$ cat src/rtl/riscv_uncached_seq.sv
// Uncached data-access sequencer: runs PMA-checked uncacheable accesses on the BIU.
// Optional macro RV_UNCACHED_SPLIT_EN: split PMA-permitted misaligned accesses into BYTE beats.
package riscv_uncached_seq_pkg;
    typedef enum logic [2:0] {
        BYTE  = 3'd0,
        HWORD = 3'd1,
        WORD  = 3'd2,
        DWORD = 3'd3
    } biu_size_t;
endpackage

// state     | meaning
// IDLE      | waiting for an uncacheable request
// FAULT     | err_o pulse, no bus activity (PMA, alignment or bus error)
// XFER_REQ  | biu_stb_o held with stable beat attributes until accepted
// XFER_WAIT | waiting for the data phase of the current beat
// DONE      | ack_o pulse with q_o valid
module riscv_uncached_seq
    import riscv_uncached_seq_pkg::*;
#(
    parameter int XLEN = 32,
    parameter int PLEN = (XLEN == 32) ? 34 : 56
) (
    input  logic            clk_i,
    input  logic            rst_i,
    input  logic            req_i,
    input  logic [PLEN-1:0] adr_i,
    input  biu_size_t       size_i,
    input  logic            we_i,
    input  logic [XLEN-1:0] d_i,
    input  logic            pma_exception_i,
    input  logic            pma_misaligned_i,
    input  logic            pma_cacheable_i,
    output logic            busy_o,
    output logic            ack_o,
    output logic            err_o,
    output logic [XLEN-1:0] q_o,
    output logic            biu_stb_o,
    input  logic            biu_stb_ack_i,
    input  logic            biu_d_ack_i,
    input  logic            biu_err_i,
    output logic [PLEN-1:0] biu_adri_o,
    output biu_size_t       biu_size_o,
    output logic            biu_we_o,
    output logic [XLEN-1:0] biu_d_o,
    input  logic [XLEN-1:0] biu_q_i
);

    localparam int LANES = XLEN / 8;
    localparam int LB = $clog2(LANES);
    localparam logic [3:0] LANES_B = 4'(LANES);

    typedef enum logic [2:0] {IDLE, FAULT, XFER_REQ, XFER_WAIT, DONE} state_t;

    function automatic logic [3:0] size2bytes(input biu_size_t s);
        case (s)
            BYTE:    return 4'd1;
            HWORD:   return 4'd2;
            WORD:    return 4'd4;
            DWORD:   return 4'd8;
            default: return 4'd1;
        endcase
    endfunction

    function automatic logic [XLEN-1:0] size_mask(input biu_size_t s);
        logic [XLEN-1:0] ones;
        ones = '1;
        return ~(ones << {size2bytes(s), 3'b000});
    endfunction

    state_t          state;
    logic [PLEN-1:0] acc_adr;
    biu_size_t       acc_size;
    logic            acc_we;
    logic [XLEN-1:0] acc_d;
    logic            d_pend;
    logic            err_pend;
`ifdef RV_UNCACHED_SPLIT_EN
    logic [3:0]      beat_k;
    logic [3:0]      beat_last;
    logic            split;
`endif

    logic [3:0]      req_bytes;
    logic [2:0]      req_mask;
    logic            req_unaligned;
    logic            req_fault;
    logic [PLEN-1:0] src_adr;
    biu_size_t       src_size;
    logic            src_we;
    logic [XLEN-1:0] src_d;
    logic [3:0]      src_k;
    logic            src_split;
    logic [PLEN-1:0] beat_adr;
    logic [LB-1:0]   beat_lane;
    biu_size_t       beat_size;
    logic [XLEN-1:0] beat_d;
    logic [XLEN-1:0] rd_sh;
    logic [XLEN-1:0] rd_q;
    logic            bus_err;

    assign req_bytes     = size2bytes(size_i);
    assign req_mask      = req_bytes[2:0] - 3'd1;
    assign req_unaligned = |(adr_i[2:0] & req_mask);
`ifdef RV_UNCACHED_SPLIT_EN
    assign req_fault = pma_exception_i | pma_misaligned_i | (req_bytes > LANES_B);
`else
    assign req_fault = pma_exception_i | pma_misaligned_i | (req_bytes > LANES_B) | req_unaligned;
`endif

    // Attributes of the beat about to be issued: the first beat comes from the
    // request inputs, later beats from the captured access with k advanced.
    always_comb begin
        if (state == IDLE) begin
            src_adr  = adr_i;
            src_size = size_i;
            src_we   = we_i;
            src_d    = d_i;
        end else begin
            src_adr  = acc_adr;
            src_size = acc_size;
            src_we   = acc_we;
            src_d    = acc_d;
        end
`ifdef RV_UNCACHED_SPLIT_EN
        src_k     = (state == IDLE) ? 4'd0 : beat_k + 4'd1;
        src_split = (state == IDLE) ? req_unaligned : split;
`else
        src_k     = 4'd0;
        src_split = 1'b0;
`endif
        beat_adr  = src_adr + PLEN'(src_k);
        beat_lane = beat_adr[LB-1:0];
        if (src_split) begin
            beat_size = BYTE;
            beat_d    = ((src_d >> {src_k, 3'b000}) & XLEN'(8'hFF)) << {beat_lane, 3'b000};
        end else begin
            beat_size = src_size;
            beat_d    = src_d << {beat_lane, 3'b000};
        end
    end

    always_comb begin
        rd_sh = biu_q_i >> {biu_adri_o[LB-1:0], 3'b000};
        rd_q  = rd_sh & size_mask(acc_size);
`ifdef RV_UNCACHED_SPLIT_EN
        if (split) rd_q = q_o | ((rd_sh & XLEN'(8'hFF)) << {beat_k, 3'b000});
`endif
    end

    // A data ack seen together with the strobe ack is replayed from d_pend/err_pend.
    assign bus_err = d_pend ? err_pend : biu_err_i;

    always_ff @(posedge clk_i) begin
        if (rst_i) begin
            state      <= IDLE;
            busy_o     <= 1'b0;
            ack_o      <= 1'b0;
            err_o      <= 1'b0;
            q_o        <= '0;
            biu_stb_o  <= 1'b0;
            biu_adri_o <= '0;
            biu_size_o <= BYTE;
            biu_we_o   <= 1'b0;
            biu_d_o    <= '0;
            acc_adr    <= '0;
            acc_size   <= BYTE;
            acc_we     <= 1'b0;
            acc_d      <= '0;
            d_pend     <= 1'b0;
            err_pend   <= 1'b0;
`ifdef RV_UNCACHED_SPLIT_EN
            beat_k     <= 4'd0;
            beat_last  <= 4'd0;
            split      <= 1'b0;
`endif
        end else begin
            ack_o <= 1'b0;
            err_o <= 1'b0;
            case (state)
                IDLE: begin
                    if (req_i && !pma_cacheable_i) begin
                        acc_adr  <= adr_i;
                        acc_size <= size_i;
                        acc_we   <= we_i;
                        acc_d    <= d_i;
                        q_o      <= '0;
                        busy_o   <= 1'b1;
                        if (req_fault) begin
                            state <= FAULT;
                            err_o <= 1'b1;
                        end else begin
                            state      <= XFER_REQ;
                            biu_stb_o  <= 1'b1;
                            biu_adri_o <= beat_adr;
                            biu_size_o <= beat_size;
                            biu_we_o   <= src_we;
                            biu_d_o    <= beat_d;
`ifdef RV_UNCACHED_SPLIT_EN
                            beat_k     <= 4'd0;
                            beat_last  <= req_unaligned ? req_bytes - 4'd1 : 4'd0;
                            split      <= req_unaligned;
`endif
                        end
                    end
                end
                FAULT: begin
                    state  <= IDLE;
                    busy_o <= 1'b0;
                end
                XFER_REQ: begin
                    if (biu_stb_ack_i) begin
                        state     <= XFER_WAIT;
                        biu_stb_o <= 1'b0;
                        d_pend    <= biu_d_ack_i;
                        err_pend  <= biu_err_i;
                        if (biu_d_ack_i && !acc_we) q_o <= rd_q;
                    end
                end
                XFER_WAIT: begin
                    if (biu_d_ack_i || d_pend) begin
                        d_pend <= 1'b0;
                        if (!d_pend && !acc_we) q_o <= rd_q;
                        if (bus_err) begin
                            state <= FAULT;
                            err_o <= 1'b1;
                        end
`ifdef RV_UNCACHED_SPLIT_EN
                        else if (beat_k != beat_last) begin
                            state      <= XFER_REQ;
                            biu_stb_o  <= 1'b1;
                            biu_adri_o <= beat_adr;
                            biu_size_o <= beat_size;
                            biu_we_o   <= src_we;
                            biu_d_o    <= beat_d;
                            beat_k     <= beat_k + 4'd1;
                        end
`endif
                        else begin
                            state <= DONE;
                            ack_o <= 1'b1;
                        end
                    end
                end
                DONE: begin
                    state  <= IDLE;
                    busy_o <= 1'b0;
                end
                default: begin
                    state     <= IDLE;
                    busy_o    <= 1'b0;
                    biu_stb_o <= 1'b0;
                end
            endcase
        end
    end

endmodule
$ cat config.mk
export PLATFORM = sky130hd
export DESIGN_NAME = riscv_uncached_seq
export DESIGN_NICKNAME = d
export VERILOG_FILES = /design/src/rtl/riscv_uncached_seq.sv
export SDC_FILE = /design/constraint.sdc
export NUM_CORES = 1
export LEC_CHECK = 0
export ABC_AREA = 1
export CORE_UTILIZATION = 23
export DETAILED_ROUTE_END_ITERATION = 16
export HOLD_SLACK_MARGIN = 0.12
export SLEW_MARGIN = 25
export SYNTH_ARGS = -nofsm -noshare
export SYNTH_HDL_FRONTEND = slang
export SYNTH_SLANG_ARGS = --single-unit
$ cat constraint.sdc
create_clock -name clk_i -period 4.55 [get_ports clk_i]
set_input_delay 1.365 -clock clk_i [delete_from_list [all_inputs] [get_ports clk_i]]
set_output_delay 1.365 -clock clk_i [all_outputs]
set_load 0.02 [all_outputs]
==> results.py, run 1 <==
metrics = {
    "synth": {
        "syn_nets": 1360,
        "ys_warn_count": 0,
        "ys_types": 33,
        "synthTopCellsByArea": "dfxtp_1, nand2_1, o21ai_0",
        "syn-mean-instance-area_um2": 6.67,
        "yosys.area.top_type": "dfxtp_1",
        "syn_area_mm2": 0.00833,
        "yosysSeqAreaShare": 0.435,
        "synthCells": 1249,
        "synth-seq-cells": 181,
        "post-synth-top-area-fraction": 0.435,
    },
    "route": {
        "ant_nets": 0,
        "drc": 0,
        "num_vias": 8535,
        "dr.pass1.iters": 5,
        "via_per_inst": 4.51,
        "drt_first_iter_violations": 636,
        "wl_mm": 28.5,
        "drt-wirelength-per-cell_um": 15.1,
    },
    "timing": {
        "report.final.slew_viol_count": 0,
        "min_period_ps": 3190,
        "tightest_slew_ps": 921,
        "setup_viol": 0,
        "fin_skew_ps": 13.4,
        "rsz0062_at_grt": "no",
        "max-slew-margin-rel": 0.385,
        "fin_ws_ps": 1360,
        "timing.setup.tns_ps": 0,
        "fmax_mhz": 313,
        "fin_crit_sh": 0.702,
        "hold_violations": 0,
    },
    "global_route": {
        "grt_pass1_vias": 7934,
        "grt_max_degree": 70,
        "grt_pass1_wl_mm": 44.3,
        "track_usage": 0.155,
        "overflow": 0,
        "antenna_found_initial": 6,
    },
    "placement": {
        "port_buffers": 216,
        "gp_congestion": 0.877,
        "place_ws_ps": 929,
        "dpl.hpwl_mm": 19.9,
    },
    "worst_setup_path": {
        "cp_max_fo": 53,
        "path_buf_inv": 4,
        "worstPathCellList": "clkdlybuf4s50_1, nand2_1, nor2_8, buf_4, clkinv_1, buf_4, o21ai_0, a21oi_1",
        "path_delay_family": "buffers and inverters",
        "worst-endpoint-required_ps": 4870,
        "reg2reg_depth": 9,
        "arrival_ps": 3510,
        "critPathMostFrequentCell": "buf_4",
        "cp_slowest_cell": "buf_4",
        "end_kind": "register",
        "critPathMaxStageDelay_ps": 470,
        "reg2reg_from": "state[0]",
        "r2r-end": "acc_size[1]",
        "crit_path_start_kind": "input port",
        "crit_type": "in2reg",
        "regToRegSetupSlack_ps": 1500,
    },
    "final_layout": {
        "seq_area_mm2": 0.00362,
        "drive_above_1_share": 0.0441,
        "nets": 1525,
        "areaGrowthSynthToFinish_pct": 37.4,
        "n_fill_cell": 3829,
        "multi_input_area_mm2": 0.00401,
    },
    "clock_tree": {
        "ctsHoldBuffers": 0,
        "clkLatencyLatePin_ps": 440,
        "root_buffer": "clkbuf_16",
        "clock_path_buffers": 2,
        "post-cts-setup-buffers": 0,
        "post_cts_resized": 0,
        "cts_made_buffers": 17,
        "cts-htree-levels": 4,
        "clk_pin_slew_worst_paths_ps": 70,
        "cts_sinks": 181,
        "cts_tree": "yes",
    },
    "power_and_ir_drop": {
        "ir_drop_mv": 0.260,
        "p_total_w": 0.00412,
        "power_density_mw_per_mm2": 359,
        "leakage_nw": 4.51,
    },
    "floorplan": {
        "ioPinCount": 217,
        "die_h_um": 192,
        "design.die.area_mm2": 0.0370,
        "rows": 69,
        "initial_core_util": 0.234,
        "dieWidth_um": 192,
        "core_mm2": 0.0356,
    },
    "worst_hold_path": {
        "min_path_cells": 2,
        "min_to": "err_pend",
        "hp-start": "err_pend",
        "hold_path_class": "reg2reg",
    },
    "run_status": {
        "status": "finished clean",
    },
    "job": {
        "drv_cap": 0,
    },
}
-- cells in the final DEF, fill, tap and decap left out, drive strengths merged --
cell type,n
nand2,395
clkdlybuf4s50,215
dfxtp,181
nor2,153
o21ai,119
a21oi,111
inv,87
nand3,69
a211oi,34
clkbuf,18
buf,16
o211ai,6
clkinv,6
nor3,5
bufinv,4
diode,3
a31oi,3
a22oi,1
o211a,1
or2,1
nand4,1
nand3b,1
-- cells in the mapped netlist (all sizes together) --
cell    count
or2         1
nand4       1
dfxtp     181
nand3      69
a211oi     34
a22oi       1
clkinv      1
o211a       1
a31oi       3
o211ai      6
nor2      153
o21ai     119
nand2     395
a21oi     111
buf        42
inv        82
nand3b      1
nor3        5
clkbuf     43
-- power breakdown --
group          leakage (nW)  switching [W]  total (W)  internal [W]
Clock                 0.316       0.000708    0.00165      0.000942
Sequential             1.48      0.0000465    0.00172       0.00167
Combinational          2.72       0.000454   0.000745      0.000291
-- through the flow --
step                       util  cells  area [um^2]  hold WS, ps
final                     0.322   1891        11400          450
after global routing      0.322   1889        11400          482
after CTS                 0.322   1888        11400          451
after detailed placement  0.303   1856        10800          440
after global placement    0.303   1856        10800          434
after floorplan               -   1249         8330          425
-- registers in the layout (all words and copies together), names as in the netlist --
| signal | flops |
|---|---|
| acc_adr | 34 |
| acc_d | 32 |
| acc_size | 3 |
| acc_we | 1 |
| ack_o | 1 |
| biu_adri_o | 34 |
| biu_d_o | 32 |
| biu_size_o | 3 |
| biu_stb_o | 1 |
| biu_we_o | 1 |
| busy_o | 1 |
| d_pend | 1 |
| err_o | 1 |
| err_pend | 1 |
| q_o | 32 |
| state | 3 |
-- worst reg2reg max path: cells and delay by family (launching register included) --
family	cells	cell delay (ps)
AOI/OAI and AO/OA	2	390
buffers and inverters	4	1250
DFF	1	370
and+or+nand+nor	3	920
-- routing by layer --
layer / up-vias / wire [um] / global-route usage
met5: - / 32 / 0
met4: 4 / 753 / 0.0642
met3: 45 / 1640 / 0.0395
met2: 239 / 13100 / 0.250
met1: 3874 / 13000 / 0.197
li1: 4373 / - / -
-- cell families (layout without fill, tap and decap cells) --
| kind of cell | after synthesis | in the layout | synth area share |
|---|---|---|---|
| buffers and inverters | 168 | 346 | 0.0844 |
| other | 0 | 3 | 0 |
| AND/OR/NAND/NOR | 625 | 625 | 0.301 |
| flip-flops | 181 | 181 | 0.435 |
| AO/OA/AOI/OAI | 275 | 275 | 0.180 |
-- worst max-delay path by stage --
stage | slack (ps) | end | cells past startpoint | startpoint
after floorplan | 2110 | biu_d_o[23] | 8 | pma_cacheable_i
after global placement | 950 | acc_size[1] | 8 | req_i
after detailed placement | 930 | acc_size[0] | 8 | req_i
after CTS | 1420 | acc_size[0] | 8 | req_i
after global routing | 1150 | acc_size[1] | 8 | req_i
final | 1360 | acc_size[1] | 8 | req_i
-- cell type report --
type / instances / share of cell area
clock buffers: 18 / 0.0375
inverters: 83 / 0.0274
well taps: 461 / 0.0504
repair buffers: 231 / 0.198
clock inverters: 14 / 0.0192
multi-input cells: 900 / 0.350
diodes: 3 / 0.000656
flip-flops and latches: 181 / 0.316
(Power assumes the default switching activity.)
==> run 2: changes to the inputs <==
Clock period 4.55 ns to 2.8 ns, I/O delays scaled along.
==> run 2 against run 1 <==
Final cell count grew 0.95%. Critical endpoint is now biu_d_o[19]. Die area did not move. Clock power up 45%. Non-clock buffer count up 18. Final area is 1.3% higher. Core utilization rose by 0.41 points. Register-to-register slack worse by 730 ps. Flip-flop and latch count unchanged. Critical path type is now reg2out.
==> results.py, run 2 (synthesis gave the netlist of run 1 again) <==
metrics = {
    "worst_setup_path": {
        "path_buf_inv": 1,
        "path_delay_family": "buffers and inverters",
        "r2r-end": "biu_d_o[6]",
        "regToRegSetupSlack_ps": 770,
        "cp.depth": 1,
        "worst-endpoint-required_ps": 1960,
        "reg2reg_depth": 8,
        "worstPathCellList": "clkdlybuf4s50_1",
        "cp_slowest_cell": "clkdlybuf4s50_1",
        "crit_path_end": "biu_d_o[19]",
        "critPathMaxStageDelay_ps": 640,
        "end_kind": "output pin",
        "crit_type": "reg2out",
        "arrival_ps": 1480,
        "cp_max_fo": 2,
        "crit_path_start_kind": "register",
        "reg2reg_from": "state[0]",
        "cp-startpoint": "biu_d_o[19]",
    },
    "power_and_ir_drop": {
        "ir_drop_mv": 0.422,
        "power_density_mw_per_mm2": 555,
        "leakage_nw": 4.59,
    },
    "timing": {
        "fin_skew_ps": 14.3,
        "timing.hold.ws_ps": 454,
        "timing.setup.tns_ps": 0,
        "tightest_slew_ps": 741,
        "rsz0062_at_grt": "no",
        "fmax_mhz": 430,
        "hold_violations": 0,
        "min_period_ps": 2320,
        "fin_crit_sh": 0.830,
        "max-slew-margin-rel": 0.506,
        "report.final.slew_viol_count": 0,
        "setup_viol": 0,
    },
    "floorplan": {
        "rows": 69,
        "die_h_um": 192,
        "design.die.area_mm2": 0.0370,
        "initial_core_util": 0.234,
        "dieWidth_um": 192,
        "core_mm2": 0.0356,
        "ioPinCount": 217,
    },
    "final_layout": {
        "fin_area_mm2": 0.0116,
        "reg_top3": "acc_adr x34, biu_adri_o x34",
        "final_cell_mix": "nand2_1, clkdlybuf4s50_1, dfxtp_1",
        "areaGrowthSynthToFinish_pct": 39.2,
        "layoutNonFillerInstCount": 1909,
        "nets": 1543,
        "n_fill_cell": 3870,
        "drive_above_1_share": 0.0561,
        "final_util": 0.326,
        "layout_commonest_cell": "nand2_1",
    },
    "route": {
        "drt_first_iter_violations": 501,
        "via_per_inst": 4.53,
        "drc": 0,
        "drt-wirelength-per-cell_um": 15.1,
        "ant_nets": 0,
        "dr.pass1.iters": 6,
        "wl_mm": 28.7,
        "num_vias": 8640,
    },
    "worst_hold_path": {
        "hold_path_class": "reg2reg",
    },
    "placement": {
        "placed_cells": 1874,
        "placed_area_mm2": 0.0110,
        "dpl.hpwl_mm": 20.5,
        "port_buffers": 216,
        "gp_congestion": 0.874,
    },
    "clock_tree": {
        "cts-htree-levels": 4,
        "cts_made_buffers": 17,
        "ctsHoldBuffers": 0,
        "cts_sinks": 181,
        "clk_pin_slew_worst_paths_ps": 70,
        "clkLatencyLatePin_ps": 450,
        "post-cts-setup-buffers": 0,
        "cts_tree": "yes",
        "clock_path_buffers": 2,
        "post_cts_resized": 0,
        "root_buffer": "clkbuf_16",
    },
    "global_route": {
        "track_usage": 0.156,
        "antenna_found_initial": 6,
        "grt_pass1_wl_mm": 44.2,
        "grt_pass1_vias": 8041,
        "overflow": 0,
        "grt_max_degree": 108,
    },
    "run_status": {
        "status": "finished clean",
    },
    "job": {
        "drv_cap": 0,
    },
}
==> run 2: area by class of cell <==
| cell class | instances | area [um^2] | area share |
|---|---|---|---|
| multi-input combinational | 900 | 4000 | 0.345 |
| sequential | 181 | 3620 | 0.312 |
| timing repair buffer | 249 | 2490 | 0.215 |
| tap | 461 | 577 | 0.0497 |
| clock buffer | 18 | 439 | 0.0379 |
| inverter | 83 | 314 | 0.0271 |
| clock inverter | 14 | 136 | 0.0118 |
| antenna | 3 | 7.51 | 0.000647 |
==> run 2: routing by layer <==
layer	wire length, um	vias to the layer above	global-route usage
li1	-	4406	-
met1	12900	3951	0.198
met2	13400	244	0.252
met3	1960	33	0.0466
met4	515	6	0.0509
met5	34	-	0
==> run 2: power breakdown <==
| part | leakage (nW) | total [W] | switching, W | internal (W) |
|---|---|---|---|---|
| clock | 0.278 | 0.00239 | 0.00119 | 0.00120 |
| sequential | 1.48 | 0.00280 | 0.0000767 | 0.00272 |
| combinational | 2.83 | 0.00125 | 0.000742 | 0.000506 |
==> run 2: stage by stage <==
| step | setup WS [ps] | total power, W |
|---|---|---|
| floorplan | 885 | 0.00357 |
| CTS | 444 | 0.00654 |
| global route | 410 | 0.00678 |
| global placement | 199 | 0.00410 |
| detailed placement | 125 | 0.00411 |
| finish | 477 | 0.00644 |
==> run 2: worst min path at each step <==
stage                         start        end  slack, ps  cells after the start
after floorplan            err_pend   err_pend        420                      2
after CTS                  err_pend   err_pend        460                      2
after detailed placement   err_pend   err_pend        450                      2
after global routing      acc_d[27]  acc_d[27]        490                      2
final                      err_pend   err_pend        450                      2
after global placement     err_pend   err_pend        430                      2
